<file path="src/rtl/types_pkg.sv">
// Shared types for the immediate generator: instruction formats, opcodes,
// skid-buffer states and format helper functions.
package types_pkg;

  typedef enum logic [2:0] {
    I  = 3'd0,
    S  = 3'd1,
    UI = 3'd2,
    B  = 3'd3,
    J  = 3'd4
  } instr_format;

  localparam logic [6:0] OPC_OP_IMM = 7'b0010011;
  localparam logic [6:0] OPC_LOAD   = 7'b0000011;
  localparam logic [6:0] OPC_JALR   = 7'b1100111;
  localparam logic [6:0] OPC_SYSTEM = 7'b1110011;
  localparam logic [6:0] OPC_STORE  = 7'b0100011;
  localparam logic [6:0] OPC_LUI    = 7'b0110111;
  localparam logic [6:0] OPC_AUIPC  = 7'b0010111;
  localparam logic [6:0] OPC_BRANCH = 7'b1100011;
  localparam logic [6:0] OPC_JAL    = 7'b1101111;

  typedef enum logic [1:0] {
    BUF_EMPTY = 2'd0,
    BUF_ONE   = 2'd1,
    BUF_FULL  = 2'd2
  } buf_state_e;

  // Unused encodings of the format select collapse onto I.
  function automatic instr_format legalize_format(input instr_format f);
    instr_format r;
    case (f)
      I, S, UI, B, J: r = f;
      default:        r = I;
    endcase
    return r;
  endfunction

  function automatic instr_format decode_opcode(input logic [6:0] opc);
    instr_format r;
    case (opc)
      OPC_OP_IMM, OPC_LOAD, OPC_JALR, OPC_SYSTEM: r = I;
      OPC_STORE:                                  r = S;
      OPC_LUI, OPC_AUIPC:                         r = UI;
      OPC_BRANCH:                                 r = B;
      OPC_JAL:                                    r = J;
      default:                                    r = I;
    endcase
    return r;
  endfunction

endpackage

</file>
<file path="src/rtl/imm_extract.sv">
// Combinational immediate extraction: gathers the scattered immediate bits of
// one instruction word and sign-extends them from instr[31] to XLEN.
module imm_extract
  import types_pkg::*;
#(
  parameter int XLEN = 32
) (
  input  logic [31:0]     instr,
  input  instr_format     format,
  output logic [XLEN-1:0] imm
);

  logic [31:0] imm32_s;
  logic        unused_opcode_s;

  assign unused_opcode_s = ^instr[6:0];

  // Build the 32-bit immediate for the selected format.
  always_comb begin
    imm32_s = {{20{instr[31]}}, instr[31:20]};
    case (format)
      I:       imm32_s = {{20{instr[31]}}, instr[31:20]};
      S:       imm32_s = {{20{instr[31]}}, instr[31:25], instr[11:7]};
      UI:      imm32_s = {instr[31:12], 12'h000};
      B:       imm32_s = {{19{instr[31]}}, instr[31], instr[7], instr[30:25],
                          instr[11:8], 1'b0};
      J:       imm32_s = {{11{instr[31]}}, instr[31], instr[19:12], instr[20],
                          instr[30:21], 1'b0};
      default: imm32_s = {{20{instr[31]}}, instr[31:20]};
    endcase
  end

  // The 32-bit value is already sign-correct, so widening replicates bit 31.
  assign imm = XLEN'($signed(imm32_s));

endmodule

</file>
<file path="src/rtl/imm_gen_pipe.sv">
// Pipelined immediate generator with a 2-entry skid buffer on its output.
// Define IMM_AUTO_DECODE_EN to derive the format from the opcode instead of ImmSrc.
module imm_gen_pipe
  import types_pkg::*;
#(
  parameter int XLEN = 32
) (
  input  logic            clk,
  input  logic            rst_n,
  input  logic            flush,
  input  logic            in_valid,
  output logic            in_ready,
  input  logic [31:0]     instr,
  input  logic [XLEN-1:0] pc,
  input  instr_format     ImmSrc,
  output logic            out_valid,
  input  logic            out_ready,
  output logic [XLEN-1:0] ImmOp,
  output logic [XLEN-1:0] PcTarget,
  output instr_format     Format
);

  typedef struct packed {
    logic [XLEN-1:0] imm_op;
    logic [XLEN-1:0] pc_target;
    instr_format     fmt;
  } imm_entry_t;

  localparam imm_entry_t ENTRY_RST = '{imm_op: '0, pc_target: '0, fmt: I};

  instr_format     fmt_s;
  logic [XLEN-1:0] imm_s;
  imm_entry_t      new_entry_s;

`ifdef IMM_AUTO_DECODE_EN
  logic unused_immsrc_s;
  assign unused_immsrc_s = ^ImmSrc;
  assign fmt_s = decode_opcode(instr[6:0]);
`else
  assign fmt_s = legalize_format(ImmSrc);
`endif

  imm_extract #(.XLEN(XLEN)) u_extract (
    .instr  (instr),
    .format (fmt_s),
    .imm    (imm_s)
  );

  // Target adder sits beside the extractor; carry out is dropped.
  always_comb begin
    new_entry_s.imm_op    = imm_s;
    new_entry_s.pc_target = pc + imm_s;
    new_entry_s.fmt       = fmt_s;
  end

  buf_state_e state_q, state_d;
  imm_entry_t out_q, out_d;
  imm_entry_t skid_q, skid_d;
  logic       out_valid_q, out_valid_d;
  logic       in_ready_q, in_ready_d;
  logic       accept_s, pop_s;

  assign accept_s = in_valid & in_ready_q;
  assign pop_s    = out_valid_q & out_ready;

  // Skid-buffer next state; handshake flags are precomputed from the next state.
  always_comb begin
    state_d = state_q;
    out_d   = out_q;
    skid_d  = skid_q;
    if (flush) begin
      state_d = BUF_EMPTY;
    end else begin
      case (state_q)
        BUF_EMPTY: begin
          if (accept_s) begin
            state_d = BUF_ONE;
            out_d   = new_entry_s;
          end else begin
            state_d = BUF_EMPTY;
          end
        end
        BUF_ONE: begin
          if (accept_s && pop_s) begin
            out_d = new_entry_s;
          end else if (accept_s) begin
            state_d = BUF_FULL;
            skid_d  = new_entry_s;
          end else if (pop_s) begin
            state_d = BUF_EMPTY;
          end else begin
            state_d = BUF_ONE;
          end
        end
        BUF_FULL: begin
          if (pop_s) begin
            state_d = BUF_ONE;
            out_d   = skid_q;
          end else begin
            state_d = BUF_FULL;
          end
        end
        default: state_d = BUF_EMPTY;
      endcase
    end
    out_valid_d = (state_d != BUF_EMPTY);
    in_ready_d  = (state_d != BUF_FULL);
  end

  // State and data registers.
  always_ff @(posedge clk or negedge rst_n) begin
    if (!rst_n) begin
      state_q     <= BUF_EMPTY;
      out_q       <= ENTRY_RST;
      skid_q      <= ENTRY_RST;
      out_valid_q <= 1'b0;
      in_ready_q  <= 1'b1;
    end else begin
      state_q     <= state_d;
      out_q       <= out_d;
      skid_q      <= skid_d;
      out_valid_q <= out_valid_d;
      in_ready_q  <= in_ready_d;
    end
  end

  assign in_ready  = in_ready_q;
  assign out_valid = out_valid_q;
  assign ImmOp     = out_q.imm_op;
  assign PcTarget  = out_q.pc_target;
  assign Format    = out_q.fmt;

endmodule

</file>
<file path="config.mk">
export PLATFORM = sky130hd
export DESIGN_NAME = imm_gen_pipe
export DESIGN_NICKNAME = d
export VERILOG_FILES = /design/src/rtl/types_pkg.sv /design/src/rtl/imm_extract.sv /design/src/rtl/imm_gen_pipe.sv
export SDC_FILE = /design/constraint.sdc
export NUM_CORES = 1
export LEC_CHECK = 0
export CORE_ASPECT_RATIO = 0.5
export CORE_MARGIN = 1.5
export CORE_UTILIZATION = 49
export CTS_CLUSTER_SIZE = 24
export DETAILED_ROUTE_END_ITERATION = 10
export HOLD_SLACK_MARGIN = 0.02
export PLACE_DENSITY = 0.76
export SYNTH_ARGS = -nofsm -noshare
export SYNTH_HDL_FRONTEND = slang
export SYNTH_SLANG_ARGS = --single-unit
</file>
<file path="constraint.sdc">
create_clock -name clk -period 3.68 [get_ports clk]
set_clock_uncertainty 0.15 [all_clocks]
set_input_delay 1.104 -clock clk [delete_from_list [all_inputs] [get_ports clk]]
set_output_delay 1.104 -clock clk [all_outputs]
set_load 0.01 [all_outputs]
</file>
==> impl_metrics.csv, run 1 <==
group,metric,value,unit
run_status,status,"complete, but fails checks",
run_status,violations,"setup timing",
cells_and_area,finish.utilization,77.25,%
critical_path,critical-path-max-stage-delay,0.32,ns
min_path,min-delay-start,"ImmOp[5]$_DFFE_PN0P_",
global_route,antenna_found_initial,0,
min_path,hold_path.class,"register to register",
sta,layout_worst_path_cycle_share,106.1,%
critical_path,cp_top_family,"compound AO/OA/AOI/OAI gates",
floorplanning,rows,32,
floorplanning,die_w,179.7,µm
drt,drt-wirelength-per-cell,18.67,µm
sta,tightestPinTransition,0.6229,ns
cts,hold_buffers,0,
placed_design,dp.cells,1315,
sta,setup_violations,16,
placed_design,placed_area,10430,µm²
cells_and_area,regArea,3455,µm²
logic_synthesis,syn-num-nets,988,
sta,maxSlewViolCount,0,
placed_design,hpwl,17.13,mm
logic_synthesis,ys_types,60,
cells_and_area,design_area,11850,µm²
drt,wl_met2,12.26,mm
sta,fin_crit,3.904,ns
logic_synthesis,synth.avg_cell_area,8.656,µm²
cts,ctsRootBufferMaster,"clkbuf_16",
drt,vias,7726,
cells_and_area,antenna_cells,0,
logic_synthesis,ys_ff_latch,138,
drt,met1_length,11.16,mm
cts,cts_buffer_depth,2,
placed_design,port_buffers,133,
cells_and_area,fillCellCount,1015,
logic_synthesis,synthArstFlopShare,100.0,%
sta,fin_setup_tns,-1.429,ns
critical_path,cp_max_fo,6,
logic_synthesis,synth-edff-count,0,
drt,drt_wl_total,25.75,mm
pwr,power.density,580.8,nW/µm²
floorplanning,die_height,91.37,µm
logic_synthesis,synthCells,884,
logic_synthesis,syn_area,7652,µm²
global_route,grt_pass1_vias,7556,
pwr,power.leakage,5.464,nW
critical_path,cp-end-kind,"register",
floorplanning,boundaryPins,141,
logic_synthesis,synth_warnings,0,
drt,drtIter0Drc,712,
cells_and_area,multiInputGateArea,4641,µm²
floorplanning,die-area,16420,µm²
drt,first_pass_iters,5,
sta,hold_viol_final,0,
critical_path,ff2ff_setup_slack,1.32,ns
logic_synthesis,ys_seq_area_share,45.14,%
drt,via_per_inst,5.603,
drt,highest_layer,"met4",
sta,fmax,0.2561,GHz
global_route,grt_max_degree,107,
pwr,peakVddDrop,0.0003580,V
cells_and_area,layout-drive-gt1-share,31.15,%
cts,cts-htree-levels,4,
sta,fin_ws,-0.2240,ns
critical_path,crit_chain,"buf_8, inv_4, nand2_4, or2_4, nand2_1, inv_1, ha_4, a21oi_1, o221ai_2, buf_4, o21ai_4, a21oi_4, nor4b_4, nor3_2, o311ai_1, o21a_1",
critical_path,critPathLaunchType,"primary input",
drt,drc_errors,0,
placed_design,gp_congestion,0.9580,
cells_and_area,nNetsFinal,1267,
cts,insertion_delay,0.43,ns
cells_and_area,final_cell_mix,"172 x buf_4, 148 x nand2_1, 137 x dfrtp_1, 119 x clkdlybuf4s50_1, 79 x o21ai_0",
sta,rsz0062_at_grt,"yes",
cts,clkTransAtPathRegs,0.06,ns
critical_path,cp.arrival,4.13,ns
sta,slew_headroom,58.47,%
floorplanning,initial_core_util,49.90,%
cts,clock_sinks,138,
drt,postRouteAntennaNets,0,
cells_and_area,final_cell_count_no_fill,1379,
cells_and_area,area_delta_synth_final,54.81,%
cells_and_area,final_common_cell,"buf_4",
global_route,gr-total-overflow,0,
cts,cts_tree,"done",
global_route,grt_use_total,30.78,%
flow_run,cap_violations,0,
floorplanning,core,15330,µm²
critical_path,critPathRequiredTime,3.90,ns
logic_synthesis,synth-main-ff-cell,"dfrtp_1",
critical_path,path_buf_inv,4,
critical_path,slowest_stage,"a21oi_1",
global_route,grt_pass1_wl,39.47,mm
drt,met3WireLength,1.562,mm
critical_path,crit_path_start,"ImmSrc[2]",
critical_path,crit_type,"primary input to register",
critical_path,r2r-start,"state_q[0]$_DFF_PN0_",
cts,numCtsBuffers,17,
[registers in the layout, indices dropped and copies added (netlist names)]
name       flops
skid_q        67
ImmOp         32
PcTarget      32
Format         3
state_q        2
in_ready       1
out_valid      1
[worst paths after layout]
kind | to | cells past startpoint
setup / recovery | PcTarget[30]$_DFFE_PN0P_ | 16
hold / removal | ImmOp[5]$_DFFE_PN0P_ | 2
setup reg to reg | ImmOp[1]$_DFFE_PN0P_ | 7
hold reg to reg | ImmOp[5]$_DFFE_PN0P_ | 2
max in group asynchronous | skid_q[21]$_DFFE_PN0P_ | 2
min in group asynchronous | skid_q[42]$_DFFE_PN0P_ | 1
[area by class of cell]
class                   count  area share, %
clock inverters            13          1.024
clock buffers              18          3.707
multi-input cells         654          39.17
inverters                  38          1.225
repair buffers            314          23.55
flip-flops and latches    138          29.16
well taps                 204          2.155
[worst register-to-register path, cell delays in order, from the launching register on]
cell and delay (ns):
dfrtp_1 0.42, nand2b_1 0.14, buf_4 0.36, nor2_1 0.10, a21oi_1 0.26, or2_2 0.21, buf_4 0.35, o21ai_0 0.22
[cells by family (layout without fill, tap and decap cells)]
| logic type | after synthesis | count (layout) | synth area share (%) |
|---|---|---|---|
| and+or+nand+nor | 284 | 284 | 16.19 |
| DFF | 138 | 138 | 45.14 |
| muxes | 25 | 25 | 3.597 |
| xor gates and xnor gates | 31 | 31 | 3.548 |
| adders and majority gates | 32 | 32 | 5.330 |
| buffers and inverters | 92 | 383 | 4.676 |
| AOI/OAI and AO/OA | 282 | 282 | 21.52 |
[power breakdown]
group	switching, mW	total [mW]	internal [mW]
clock	0.720	1.67	0.948
sequential	0.357	2.52	2.16
combinational	1.27	2.69	1.42
[Yosys cell counts, drive strengths merged (2+ instances only)]
cell type,n,area (µm²)
and2,3,18.77
buf,11,53.80
and3,10,63.81
nand2,154,578.1
a211oi,2,15.01
a31oi,18,118.9
dfrtp,137,3428
nor2,71,266.5
nor2b,5,38.78
a21o,17,127.6
inv,38,142.6
or2,3,18.77
nand3,9,45.04
nor3,12,65.06
mux2i,5,50.05
clkbuf,43,161.4
o21ai,108,548.0
a21oi,99,503.0
a311oi,2,23.77
ha,31,387.9
nor3b,2,20.02
mux2,20,225.2
o211ai,3,22.52
o21a,9,67.56
a2111oi,2,23.77
xnor2,23,201.4
xor2,8,70.07
nand2b,6,37.54
o21bai,5,37.54
or3,2,12.51
o31ai,3,22.52
nand4,5,31.28
a22oi,4,30.03
[per-layer routing]
layer / vias to the layer above / track usage [%]
met5: - / 0
met4: 0 / 10.28
met3: 58 / 5.295
met2: 294 / 50.22
met1: 3769 / 41.68
li1: 3605 / -
[timing repair]
item                                    4_1_cts  5_1_grt
resized for setup                            94       64
setup buffers                                21       13
pin swaps                                    49       52
endpoints found under the setup margin       51       35
[stage by stage]
step	power (mW)	hold slack, ns	worst slack (ns)
3_5_place_dp	4.956	0.3195	-1.194
2_1_floorplan	3.691	0.2918	-0.4600
6_report	6.880	0.3289	-0.2240
3_3_place_gp	4.847	0.3090	-1.104
4_1_cts	6.739	0.3328	-0.08870
5_1_grt	7.258	0.3505	-0.3741
(Power assumes the default switching activity.)
==> inputs of run 2 (changes only) <==
Settings changed: MAX_ROUTING_LAYER set to met4.
==> run 2 against run 1 <==
The run still ends with setup timing left. Design area about the same. Flip-flop and latch count unchanged. Clock power increased by 6%. Setup slack better by 0.070 ns. Non-clock buffer count is 4 higher. Hold slack lost 0.0028 ns. Largest power group unchanged.
==> impl_metrics.csv, run 2 (same netlist as run 1, synthesis figures left out) <==
group,metric,value,unit
run_status,status,"complete, but fails checks",
run_status,violations,"setup timing",
cts,cts_buffer_depth,2,
drt,postRouteAntennaNets,0,
cells_and_area,max_flop_register,"skid_q",
placed_design,hpwl,17.01,mm
critical_path,crit_type,"primary input to register",
global_route,gr-total-overflow,0,
sta,hold_viol_final,0,
sta,setup_violations,11,
cells_and_area,layout-drive-gt1-share,30.42,%
sta,maxSlewViolCount,0,
drt,via_per_inst,5.579,
critical_path,ff2ff_setup_slack,1.32,ns
floorplanning,core,15330,µm²
critical_path,critPathLaunchType,"primary input",
min_path,min_path_cells,2,
critical_path,crit_chain,"buf_8, buf_6, nand2b_4, a21oi_4, nor2_4, a21oi_2, inv_1, ha_1, nor2_1, nor2b_1, o21ai_0, nor2_2, o21a_2, o32a_1, xnor2_2, o211ai_1, o21a_1",
placed_design,place_ws,-1.205,ns
critical_path,r2r-start,"state_q[0]$_DFF_PN0_",
floorplanning,rows,32,
cells_and_area,nNetsFinal,1271,
sta,slew_headroom,61.93,%
critical_path,slowest_stage,"nor2_4",
critical_path,cp.arrival,4.04,ns
cells_and_area,final_cell_mix,"173 x buf_4, 148 x nand2_1, 137 x dfrtp_1, 119 x clkdlybuf4s50_1, 82 x o21ai_0",
cells_and_area,largest_register_ffs,67,
critical_path,critPathRequiredTime,3.89,ns
sta,fin_ws,-0.1539,ns
min_path,worstHoldEndpoint,"ImmOp[11]$_DFFE_PN0P_",
critical_path,critical-path-max-stage-delay,0.36,ns
cells_and_area,area_delta_synth_final,54.89,%
drt,drt_wl_total,25.48,mm
global_route,grt_use_total,31.12,%
cells_and_area,final_cell_count_no_fill,1384,
pwr,peakVddDrop,0.0002851,V
min_path,min-delay-start,"ImmOp[11]$_DFFE_PN0P_",
critical_path,cp-end-kind,"register",
global_route,antenna_found_initial,0,
floorplanning,die_w,179.7,µm
flow_run,cap_violations,0,
global_route,grt_pass1_wl,38.96,mm
sta,fin_crit,3.834,ns
drt,drtIter0Drc,704,
cts,clock_sinks,138,
sta,fin_setup_tns,-0.7486,ns
placed_design,port_buffers,133,
drt,drt-wirelength-per-cell,18.41,µm
cts,clkTransAtPathRegs,0.06,ns
cts,hold_buffers,0,
cts,ctsRootBufferMaster,"clkbuf_16",
cts,cts-htree-levels,4,
min_path,hold_path.class,"register to register",
global_route,grt.met2_usage,48.08,%
floorplanning,initial_core_util,49.90,%
pwr,power.density,586.7,nW/µm²
critical_path,cp_max_fo,8,
global_route,grt_pass1_vias,7453,
sta,tightestPinTransition,0.5710,ns
pwr,power.leakage,5.470,nW
placed_design,dp.cells,1317,
global_route,busiest_layer,"met2",
sta,rsz0062_at_grt,"yes",
cells_and_area,antenna_cells,0,
critical_path,rr_endpoint,"PcTarget[29]$_DFFE_PN0P_",
drt,first_pass_iters,6,
critical_path,reg2reg_depth,9,
placed_design,gp_congestion,0.9618,
cts,insertion_delay,0.42,ns
cts,numCtsBuffers,17,
floorplanning,die-area,16420,µm²
drt,vias,7722,
sta,layout_worst_path_cycle_share,104.2,%
drt,drc_errors,0,
cts,cts_tree,"done",
floorplanning,die_height,91.37,µm
cells_and_area,finish.utilization,77.29,%
global_route,grtUsageMet1,41.69,%
global_route,grt_max_degree,107,
cells_and_area,final_common_cell,"buf_4",
global_route,gr-usage-met3,5.495,%
sta,fmax,0.2608,GHz
floorplanning,boundaryPins,141,
[run 2: repair_timing]
action,CTS,global route
resized for setup,98,52
gates cloned,0,0
buffers inserted,23,12
endpoints found under the hold margin,0,0
setup endpoints to repair,51,35
pin swaps,38,34
[run 2: stage by stage]
| step | total power [mW] | hold WS, ns | instance area (µm²) |
|---|---|---|---|
| 5_1_grt | 7.317 | 0.3453 | 11850 |
| 2_1_floorplan | 3.691 | 0.2918 | 7903 |
| 6_report | 6.954 | 0.3261 | 11850 |
| 3_5_place_dp | 4.959 | 0.3136 | 10440 |
| 3_3_place_gp | 4.857 | 0.3047 | 10440 |
| 4_1_cts | 6.834 | 0.3285 | 11530 |
[run 2: where the power goes]
group | internal, mW | switching [mW]
registers | 2.16 | 0.367
clock network | 1.02 | 0.751
logic | 1.40 | 1.25
total | 4.58 | 2.37
[run 2: area by class of cell]
| type | count | area (µm²) |
|---|---|---|
| multi-input combinational | 654 | 4583 |
| fill | 1033 | 3482 |
| sequential | 138 | 3455 |
| timing repair buffer | 318 | 2823 |
| clock buffer | 18 | 429.2 |
| tap | 204 | 255.2 |
| clock inverter | 14 | 162.7 |
| inverter | 38 | 145.1 |
[run 2: layer usage]
metal	share of wire (%)	up-vias
li1	-	3623
met1	44	3750
met2	47	295
met3	5.8	54
met4	2.3	0
met5	0	-
[run 2: worst max-delay path by stage]
stage                     cells past startpoint                  endpoint       from  slack (ns)
after floorplan                              15  PcTarget[29]$_DFFE_PN0P_  ImmSrc[1]       -0.46
after global placement                       17  PcTarget[29]$_DFFE_PN0P_  ImmSrc[2]       -1.14
after detailed placement                     17  PcTarget[29]$_DFFE_PN0P_  ImmSrc[2]       -1.21
after CTS                                    16  PcTarget[29]$_DFFE_PN0P_  ImmSrc[1]       -0.09
after global routing                         17  PcTarget[26]$_DFFE_PN0P_  ImmSrc[2]       -0.26
final                                        17  PcTarget[26]$_DFFE_PN0P_  ImmSrc[2]       -0.15
[run 2: critical path: cells and delay by family]
family / cells / cell delay, ns
xor gates and xnor gates: 1 / 0.15
and+or+nand+nor: 5 / 0.75
adders and majority gates: 1 / 0.27
AOI/OAI and AO/OA: 7 / 1.39
buffers and inverters: 3 / 0.37
